<file path="config.mk">
export PLATFORM = sky130hd
export DESIGN_NAME = mmc1_param_mapper
export DESIGN_NICKNAME = d
export VERILOG_FILES = /design/src/rtl/mmc1_pkg.sv /design/src/rtl/mmc1_serial_loader.sv /design/src/rtl/mmc1_param_mapper.sv
export SDC_FILE = /design/constraint.sdc
export NUM_CORES = 1
export LEC_CHECK = 0
export BUFFER_PORTS_ARGS = -buffer_cell sky130_fd_sc_hd__buf_4
export CAP_MARGIN = 20
export CORE_MARGIN = 5
export CORE_UTILIZATION = 40
export CTS_CLUSTER_SIZE = 14
export DETAILED_ROUTE_END_ITERATION = 10
export GPL_ROUTABILITY_DRIVEN = 0
export SLEW_MARGIN = 0
export SYNTH_ARGS = -nofsm -noshare
export SYNTH_HDL_FRONTEND = slang
export SYNTH_SLANG_ARGS = --single-unit
</file>
<file path="constraint.sdc">
create_clock -name CPU_M2 -period 1.8 [get_ports CPU_M2]
set_input_delay 0 -clock CPU_M2 [delete_from_list [all_inputs] [get_ports CPU_M2]]
set_output_delay 0 -clock CPU_M2 [all_outputs]
set_load 0.05 [all_outputs]
</file>
<file path="src/rtl/mmc1_pkg.sv">
// Shared types and constants for the MMC1-class mapper: register indices,
// the control-register reset value and the PRG/mirroring mode encodings.
package mmc1_pkg;

  // Internal register addressed by CPU A[14:13] on the committing write.
  typedef enum logic [1:0] {
    REG_CTRL = 2'd0,
    REG_CHR0 = 2'd1,
    REG_CHR1 = 2'd2,
    REG_PRG  = 2'd3
  } reg_idx_e;

  // PRG mode 3 (fix last bank at $C000), 8 KB CHR, one-screen low.
  localparam logic [4:0] CTRL_RESET = 5'b01100;

  // Control[3:2] PRG banking modes.
  localparam logic [1:0] PRG_MODE_32K_A     = 2'b00;
  localparam logic [1:0] PRG_MODE_32K_B     = 2'b01;
  localparam logic [1:0] PRG_MODE_FIX_FIRST = 2'b10;
  localparam logic [1:0] PRG_MODE_FIX_LAST  = 2'b11;

  // Control[1:0] nametable mirroring modes.
  localparam logic [1:0] MIRROR_ONE_LOW  = 2'b00;
  localparam logic [1:0] MIRROR_ONE_HIGH = 2'b01;
  localparam logic [1:0] MIRROR_VERT     = 2'b10;
  localparam logic [1:0] MIRROR_HORZ     = 2'b11;

endpackage

</file>
<file path="src/rtl/mmc1_serial_loader.sv">
// Serial write front end: consecutive-write filter, shift register, bit
// counter, and the commit / shift-reset strobes towards the register file.
//
// Strobe interface: commit_o and shift_reset_o are combinational, mutually
// exclusive and valid only for the M2 falling edge at which the write is
// sampled. The register file has no back-pressure; it must consume
// commit_idx_o / commit_data_o on that same edge.
module mmc1_serial_loader
  import mmc1_pkg::*;
#(
  parameter int SHIFT_LEN     = 5,
  parameter bit CONSEC_FILTER = 1'b1,
  localparam int CNT_W        = $clog2(SHIFT_LEN)
) (
  input  logic                 cpu_m2_i,
  input  logic                 rst_i,
  input  logic                 wr_i,
  input  logic                 d0_i,
  input  logic                 d7_i,
  input  logic [1:0]           cpu_a_i,
  output logic                 commit_o,
  output reg_idx_e             commit_idx_o,
  output logic [SHIFT_LEN-1:0] commit_data_o,
  output logic                 shift_reset_o,
  output logic [CNT_W-1:0]     shift_cnt_o
);

  // Only load[SHIFT_LEN-1:1] ever reaches a commit (the oldest bit falls out
  // on the final shift), so the register keeps just those SHIFT_LEN-1 bits.
  logic [SHIFT_LEN-2:0] load_q, load_d;
  logic [CNT_W-1:0]     cnt_q, cnt_d;
  logic                 last_wr_q;
  logic                 accept;
  logic                 last_bit;

  // Classify the sampled write and compute the next shift state.
  always_comb begin
    accept        = wr_i & ~(CONSEC_FILTER & last_wr_q);
    last_bit      = (cnt_q == CNT_W'(SHIFT_LEN - 1));
    shift_reset_o = accept & d7_i;
    commit_o      = accept & ~d7_i & last_bit;
    commit_idx_o  = reg_idx_e'(cpu_a_i);
    commit_data_o = {d0_i, load_q};
    load_d        = load_q;
    cnt_d         = cnt_q;
    if (shift_reset_o || commit_o) begin
      load_d = '0;
      cnt_d  = '0;
    end else if (accept) begin
      load_d = {d0_i, load_q[SHIFT_LEN-2:1]};
      cnt_d  = cnt_q + 1'b1;
    end
  end

  // Shift state advances on the falling edge of M2; reset drops any partial load.
  always_ff @(negedge cpu_m2_i or posedge rst_i) begin
    if (rst_i) begin
      load_q    <= '0;
      cnt_q     <= '0;
      last_wr_q <= 1'b0;
    end else begin
      load_q    <= load_d;
      cnt_q     <= cnt_d;
      last_wr_q <= wr_i;
    end
  end

  assign shift_cnt_o = cnt_q;

endmodule

</file>
<file path="src/rtl/mmc1_param_mapper.sv">
// MMC1-class cartridge mapper: register file fed by the serial loader plus
// combinational PRG/CHR bank, mirroring and chip-enable decode.
module mmc1_param_mapper
  import mmc1_pkg::*;
#(
  parameter int SHIFT_LEN     = 5,
  parameter int PRG_BANK_BITS = 4,
  parameter int CHR_BANK_BITS = 5,
  parameter bit WRAM_DIS_EN   = 1'b1,
  parameter bit CONSEC_FILTER = 1'b1,
  localparam int CNT_W        = $clog2(SHIFT_LEN)
) (
  input  logic                     CPU_M2,
  input  logic                     RESET,
  input  logic                     nCPU_ROMSEL,
  input  logic                     nCPU_RW,
  input  logic [1:0]               CPU_A,
  input  logic                     CPU_D0,
  input  logic                     CPU_D7,
  input  logic                     CPU_A_WR,
  input  logic [2:0]               PPU_A,
  output logic [PRG_BANK_BITS-1:0] PRG_A,
  output logic [CHR_BANK_BITS-1:0] CHR_A,
  output logic                     CIRAM_A10,
  output logic                     nPRG_CE,
  output logic                     nWRAM_CE,
  output logic [CNT_W-1:0]         SHIFT_CNT
);

  localparam logic [SHIFT_LEN-1:0] CTRL_RST = SHIFT_LEN'(CTRL_RESET);

  logic [SHIFT_LEN-1:0] ctrl_q, chr0_q, chr1_q, prg_q;
  logic [SHIFT_LEN-1:0] ctrl_d, chr0_d, chr1_d, prg_d;
  logic                 wr;
  logic                 commit;
  reg_idx_e             commit_idx;
  logic [SHIFT_LEN-1:0] commit_data;
  logic                 shift_reset;
  logic [PRG_BANK_BITS-1:0] prg_bank;
  logic [CHR_BANK_BITS-1:0] chr0_bank, chr1_bank;

  assign wr = ~nCPU_ROMSEL & ~nCPU_RW;

  mmc1_serial_loader #(
    .SHIFT_LEN    (SHIFT_LEN),
    .CONSEC_FILTER(CONSEC_FILTER)
  ) u_loader (
    .cpu_m2_i     (CPU_M2),
    .rst_i        (RESET),
    .wr_i         (wr),
    .d0_i         (CPU_D0),
    .d7_i         (CPU_D7),
    .cpu_a_i      (CPU_A),
    .commit_o     (commit),
    .commit_idx_o (commit_idx),
    .commit_data_o(commit_data),
    .shift_reset_o(shift_reset),
    .shift_cnt_o  (SHIFT_CNT)
  );

  // Next register values: a shift reset forces PRG mode 3, a commit writes one register.
  always_comb begin
    ctrl_d = ctrl_q;
    chr0_d = chr0_q;
    chr1_d = chr1_q;
    prg_d  = prg_q;
    if (shift_reset) begin
      ctrl_d = ctrl_q | CTRL_RST;
    end else if (commit) begin
      case (commit_idx)
        REG_CTRL: ctrl_d = commit_data;
        REG_CHR0: chr0_d = commit_data;
        REG_CHR1: chr1_d = commit_data;
        REG_PRG:  prg_d  = commit_data;
      endcase
    end
  end

  // Register file, updated on the M2 falling edge alongside the loader.
  always_ff @(negedge CPU_M2 or posedge RESET) begin
    if (RESET) begin
      ctrl_q <= CTRL_RST;
      chr0_q <= '0;
      chr1_q <= '0;
      prg_q  <= '0;
    end else begin
      ctrl_q <= ctrl_d;
      chr0_q <= chr0_d;
      chr1_q <= chr1_d;
      prg_q  <= prg_d;
    end
  end

  // PRG bank decode from the live CPU A14.
  always_comb begin
    prg_bank = prg_q[PRG_BANK_BITS-1:0];
    PRG_A    = prg_bank;
    case (ctrl_q[3:2])
      PRG_MODE_32K_A,
      PRG_MODE_32K_B:     PRG_A = (prg_bank & ~PRG_BANK_BITS'(1)) | PRG_BANK_BITS'(CPU_A[1]);
      PRG_MODE_FIX_FIRST: PRG_A = CPU_A[1] ? prg_bank : '0;
      PRG_MODE_FIX_LAST:  PRG_A = CPU_A[1] ? '1 : prg_bank;
    endcase
  end

  // CHR bank decode from the live PPU A12.
  always_comb begin
    chr0_bank = chr0_q[CHR_BANK_BITS-1:0];
    chr1_bank = chr1_q[CHR_BANK_BITS-1:0];
    if (ctrl_q[4]) begin
      CHR_A = PPU_A[2] ? chr1_bank : chr0_bank;
    end else begin
      CHR_A = (chr0_bank & ~CHR_BANK_BITS'(1)) | CHR_BANK_BITS'(PPU_A[2]);
    end
  end

  // Nametable mirroring select.
  always_comb begin
    CIRAM_A10 = 1'b0;
    case (ctrl_q[1:0])
      MIRROR_ONE_LOW:  CIRAM_A10 = 1'b0;
      MIRROR_ONE_HIGH: CIRAM_A10 = 1'b1;
      MIRROR_VERT:     CIRAM_A10 = PPU_A[0];
      MIRROR_HORZ:     CIRAM_A10 = PPU_A[1];
    endcase
  end

  assign nPRG_CE   = nCPU_ROMSEL | ~nCPU_RW;
  assign nWRAM_CE  = ~(CPU_A_WR & nCPU_ROMSEL & ~(WRAM_DIS_EN & prg_q[SHIFT_LEN-1]));

endmodule
</file>
; ---- Yosys cells after proc, flatten, opt, wreduce, memory -nomap -nowiden
; Cells that the tools add are included.
[op_classes]
reduce_logical = 13
n_bitwise = 17
eq_ne = 10
muxes = 13
add_sub_neg = 1
[ops]
columns = op, n
row1 = two-way mux 4 bit, 7
row2 = "== test 2 bit, second input constant", 6
row3 = one-hot mux 4 bit (3 select lines), 1
row4 = AND reduction 3 bit, 4
row5 = two-way mux 5 bit, 2
row6 = bitwise AND 1 bit, 7
row7 = inverter 1 bit, 7
row8 = "== test 2 x 1 -> 1 bit, second input constant", 3
row9 = zero test 2 bit, 3
row10 = two-way mux 3 bit, 2
row11 = nonzero test 2 bit, 3
row12 = OR 5 x 1 -> 5 bit, 1
row13 = OR 4 x 1 -> 4 bit, 1
row14 = one-hot mux 1 bit (4 select lines), 1
row15 = "adder 3 x 1 -> 3 bit, second input constant", 1
row16 = "== test 3 bit, second input constant", 1
row17 = AND reduction 2 bit, 1
row18 = OR reduction 2 bit, 1
row19 = logical OR 1 bit, 1
row20 = OR 1 bit, 1
[totals]
register_bits = 28
inputBits = 12

; ---- Logic depth before layout (Yosys ltp)
[depth]
depth_word = 7
mapped_depth = 6

; ---- Modules after synthesis
; From an unflattened synthesis, not the netlist that was laid out.
[hier_totals]
cells_unflattened = 111
area_unflattened_um2 = 1438.9
[modules_own_cells]
columns = mod, instances, area_each_um2, cells_each
row1 = mmc1_param_mapper, 1, 1029.7, 78
row2 = mmc1_serial_loader, 1, 409.1, 33

==> metrics.md <==
| Metric | Value |
|---|---|
| Outcome | `finished with violations` |
| Violated checks | `setup timing` |
| Post-DR wirelength/cell | `15.9 um` |
| YS warnings | `0` |
| Area leader, netlist | `dfrtn_1` |
| Synth Area per Inst | `12.1 sq um` |
| Die ar. | `4600 sq um` |
| Starting Density | `40.7%` |
| Startpoint type of the worst setup path | `flip-flop` |
| Setup ws final | `-0.539 ns` |
| Reg2reg path depth | `3` |
| P per Cell Area | `641 nW/um^2` |
| Starting DRT DRC Count | `42` |
| Core ar. | `3280 sq um` |
| Layout Cells excl Fill | `216` |
| First-pass GRT wire length | `5690 um` |
| Cts bufs inserted | `3` |
| Met2 usage | `30.5%` |
| Initial antenna violation count | `0` |
| Largest net degree at the start of global routing | `16` |
| Met3 usage | `2.00%` |
| R2R Path End | `chr1_bank[0]` |
| Count of cell types in the netlist | `27` |
| Register bit total from synthesis | `28` |
| CTS clk-pin slew, worst paths | `0.04 ns` |
| Lkg Pwr | `1.10 nW` |
| Rel. slew slack | `78.3%` |
| Post-route ant nets | `0` |
| Total grt overflow | `0` |
| Cell Rows | `21` |
| Ys flop type | `dfrtn_1` |
| Fraction of final layout cells sized beyond drive strength 1 | `64.1%` |
| Post-Route WL | `3440 um` |
| Total Routing Usage GR | `16.8%` |
| Clk sink count | `28` |
| Fin util | `65.9%` |
| Max Cap Viol | `0` |
| Routed via count | `1,105` |
| Drt via density | `5.12` |
| CTS tree | `yes` |
| Worst R2R Setup Slack | `-0.12 ns` |
| Gr busiest metal | `met2` |
| Synth top area share | `48.7%` |
| Nets | `185` |
| Crit path kind | `reg2out` |
| Fill cells | `255` |
| Worst EP required | `1.80 ns` |
| Hold path endpoint | `nWRAM_CE` |
| Crit-path max FO | `4` |
| Area growth, synth to finish | `62.1%` |
| Slew at the pin with the worst max-slew slack | `0.326 ns` |
| Final TNS setup | `-9.46 ns` |
| TritonRoute pass-1 iters | `4` |
| Fin area | `2170 sq um` |
| Die Y | `67.8 um` |
| Worst Hold Class | `in2out` |
| RSZ-0062 raised after global routing | `true` |
| Number of port buffers | `26` |
| Top-count cell post-synth | `dfrtn_1` |
| Clock Latency Late Sink | `0.38 ns` |
| Peak VDD IR | `399 uV` |
| Hold path startpoint | `CPU_A_WR` |
| Top cells by area, synth | `dfrtn_1, mux2_2, mux2_4` |
| Synth Net Count | `124` |
| Hold path depth | `3` |
| Hpwl dp | `2400 um` |
| Asr flop ratio synth | `100%` |
| Post-synthesis sequential area ratio | `52.6%` |
| Synth cell count leaders | `dfrtn_1, mux2_2, a21oi_1` |
| R2R Path Start | `u_loader.last_wr_q` |
| Placed inst area | `1860 sq um` |
| Post-Syn Instances | `110` |
| Root buffer cell | `clkbuf_4` |
| Setup Skew | `0.0693 ns` |
| H-Tree Depth | `1` |
| Number of global-route vias before repair | `1,180` |
| Synthesized area | `1340 sq um` |
| Post-Place Cells | `199` |
| # DRC | `0` |
| Max clock buf depth | `2` |
| I/O pins | `27` |
| Met1 global-route usage | `20.9%` |
| Ant. Diodes | `0` |
| Die Wd | `67.8 um` |
| Crit path capture type | `primary output` |
| Post-synth EDFFs | `0` |
| Final Slew Violations | `0` |
| CP arrival | `2.34 ns` |
| Final Hold Vio Count | `0` |
| Setup violators final | `29` |
[routing by layer]
metal,share of wire (%),up-vias
li1,-,514
met1,42,563
met2,54,24
met3,2.7,4
met4,0.87,0
met5,0,-
[worst max-delay path, stage by stage (launching register included)]
cell	delay, ns
dfstp_2	0.58
buf_12	0.12
a21oi_1	0.09
nor2_4	0.11
buf_6	0.16
[state kept, by name (all words and copies together), names as in the netlist]
register,cells
u_loader.load_q,4
ctrl_q,5
u_loader.last_wr_q,1
u_loader.shift_cnt_o,3
chr0_bank,5
prg_q,5
chr1_bank,5
[cells by family (layout without fill, tap and decap cells)]
| kind of cell | count (synthesis) | after routing | synth area share, % |
|---|---|---|---|
| AOI/OAI and AO/OA | 20 | 20 | 9.55 |
| adders and majority gates | 2 | 2 | 1.87 |
| buffers and inverters | 12 | 72 | 4.03 |
| DFF | 28 | 28 | 52.6 |
| muxes | 25 | 25 | 22.3 |
| and+or+nand+nor | 23 | 23 | 9.64 |
[placed cells by master, fill, tap and decap left out, drive strengths merged, types with 2 or more instances in the layout]
master / n
inv: 8
buf: 60
or4: 2
a22o: 5
nand2b: 2
nand2: 2
mux2i: 2
dfrtn: 26
dfstp: 2
clkbuf: 4
ha: 2
nor2: 9
a21oi: 12
mux2: 23
[cell type report]
type | count | area [sq um] | area share, %
Tap cell | 46 | 57.6 | 2.66
Multi-Input combinational cell | 70 | 766 | 35.4
Clock buffer | 4 | 26.3 | 1.21
Timing Repair Buffer | 60 | 583 | 26.9
Clock inverter | 2 | 7.51 | 0.347
Sequential cell | 28 | 703 | 32.5
Inverter | 6 | 22.5 | 1.04
[stage by stage]
stage | hold slack (ns) | total power [W] | setup WS (ns)
2_1_floorplan | 0.256 | 0.000893 | -0.689
4_1_cts | 0.324 | 0.00137 | -0.570
3_5_place_dp | 0.336 | 0.00103 | -0.871
3_3_place_gp | 0.332 | 0.00103 | -0.863
6_report | 0.318 | 0.00139 | -0.539
5_1_grt | 0.345 | 0.00145 | -0.581
[repair_timing]
action	CTS	global route
resized for setup	35	10
buffers inserted	7	8
endpoints found under the setup margin	34	34
pin swaps	5	8
hold buffers	0	0
[power by group]
group | internal [W] | switching (W)
Clock | 0.0000923 | 0.000187
Combinational | 0.000216 | 0.000206
Sequential | 0.000660 | 0.0000282
[worst max-delay path by stage]
stage                 from           end  slack [ns]  cells after the start
6_report         ctrl_q[3]      PRG_A[1]       -0.54                      4
5_1_grt          ctrl_q[3]      PRG_A[2]       -0.58                      4
4_1_cts          ctrl_q[3]      PRG_A[1]       -0.57                      4
3_5_place_dp   nCPU_ROMSEL  chr1_bank[0]       -0.87                      5
3_3_place_gp   nCPU_ROMSEL  chr1_bank[1]       -0.86                      5
2_1_floorplan  nCPU_ROMSEL  chr1_bank[0]       -0.69                      4
No activity file was read; power rests on OpenSTA's default activity.
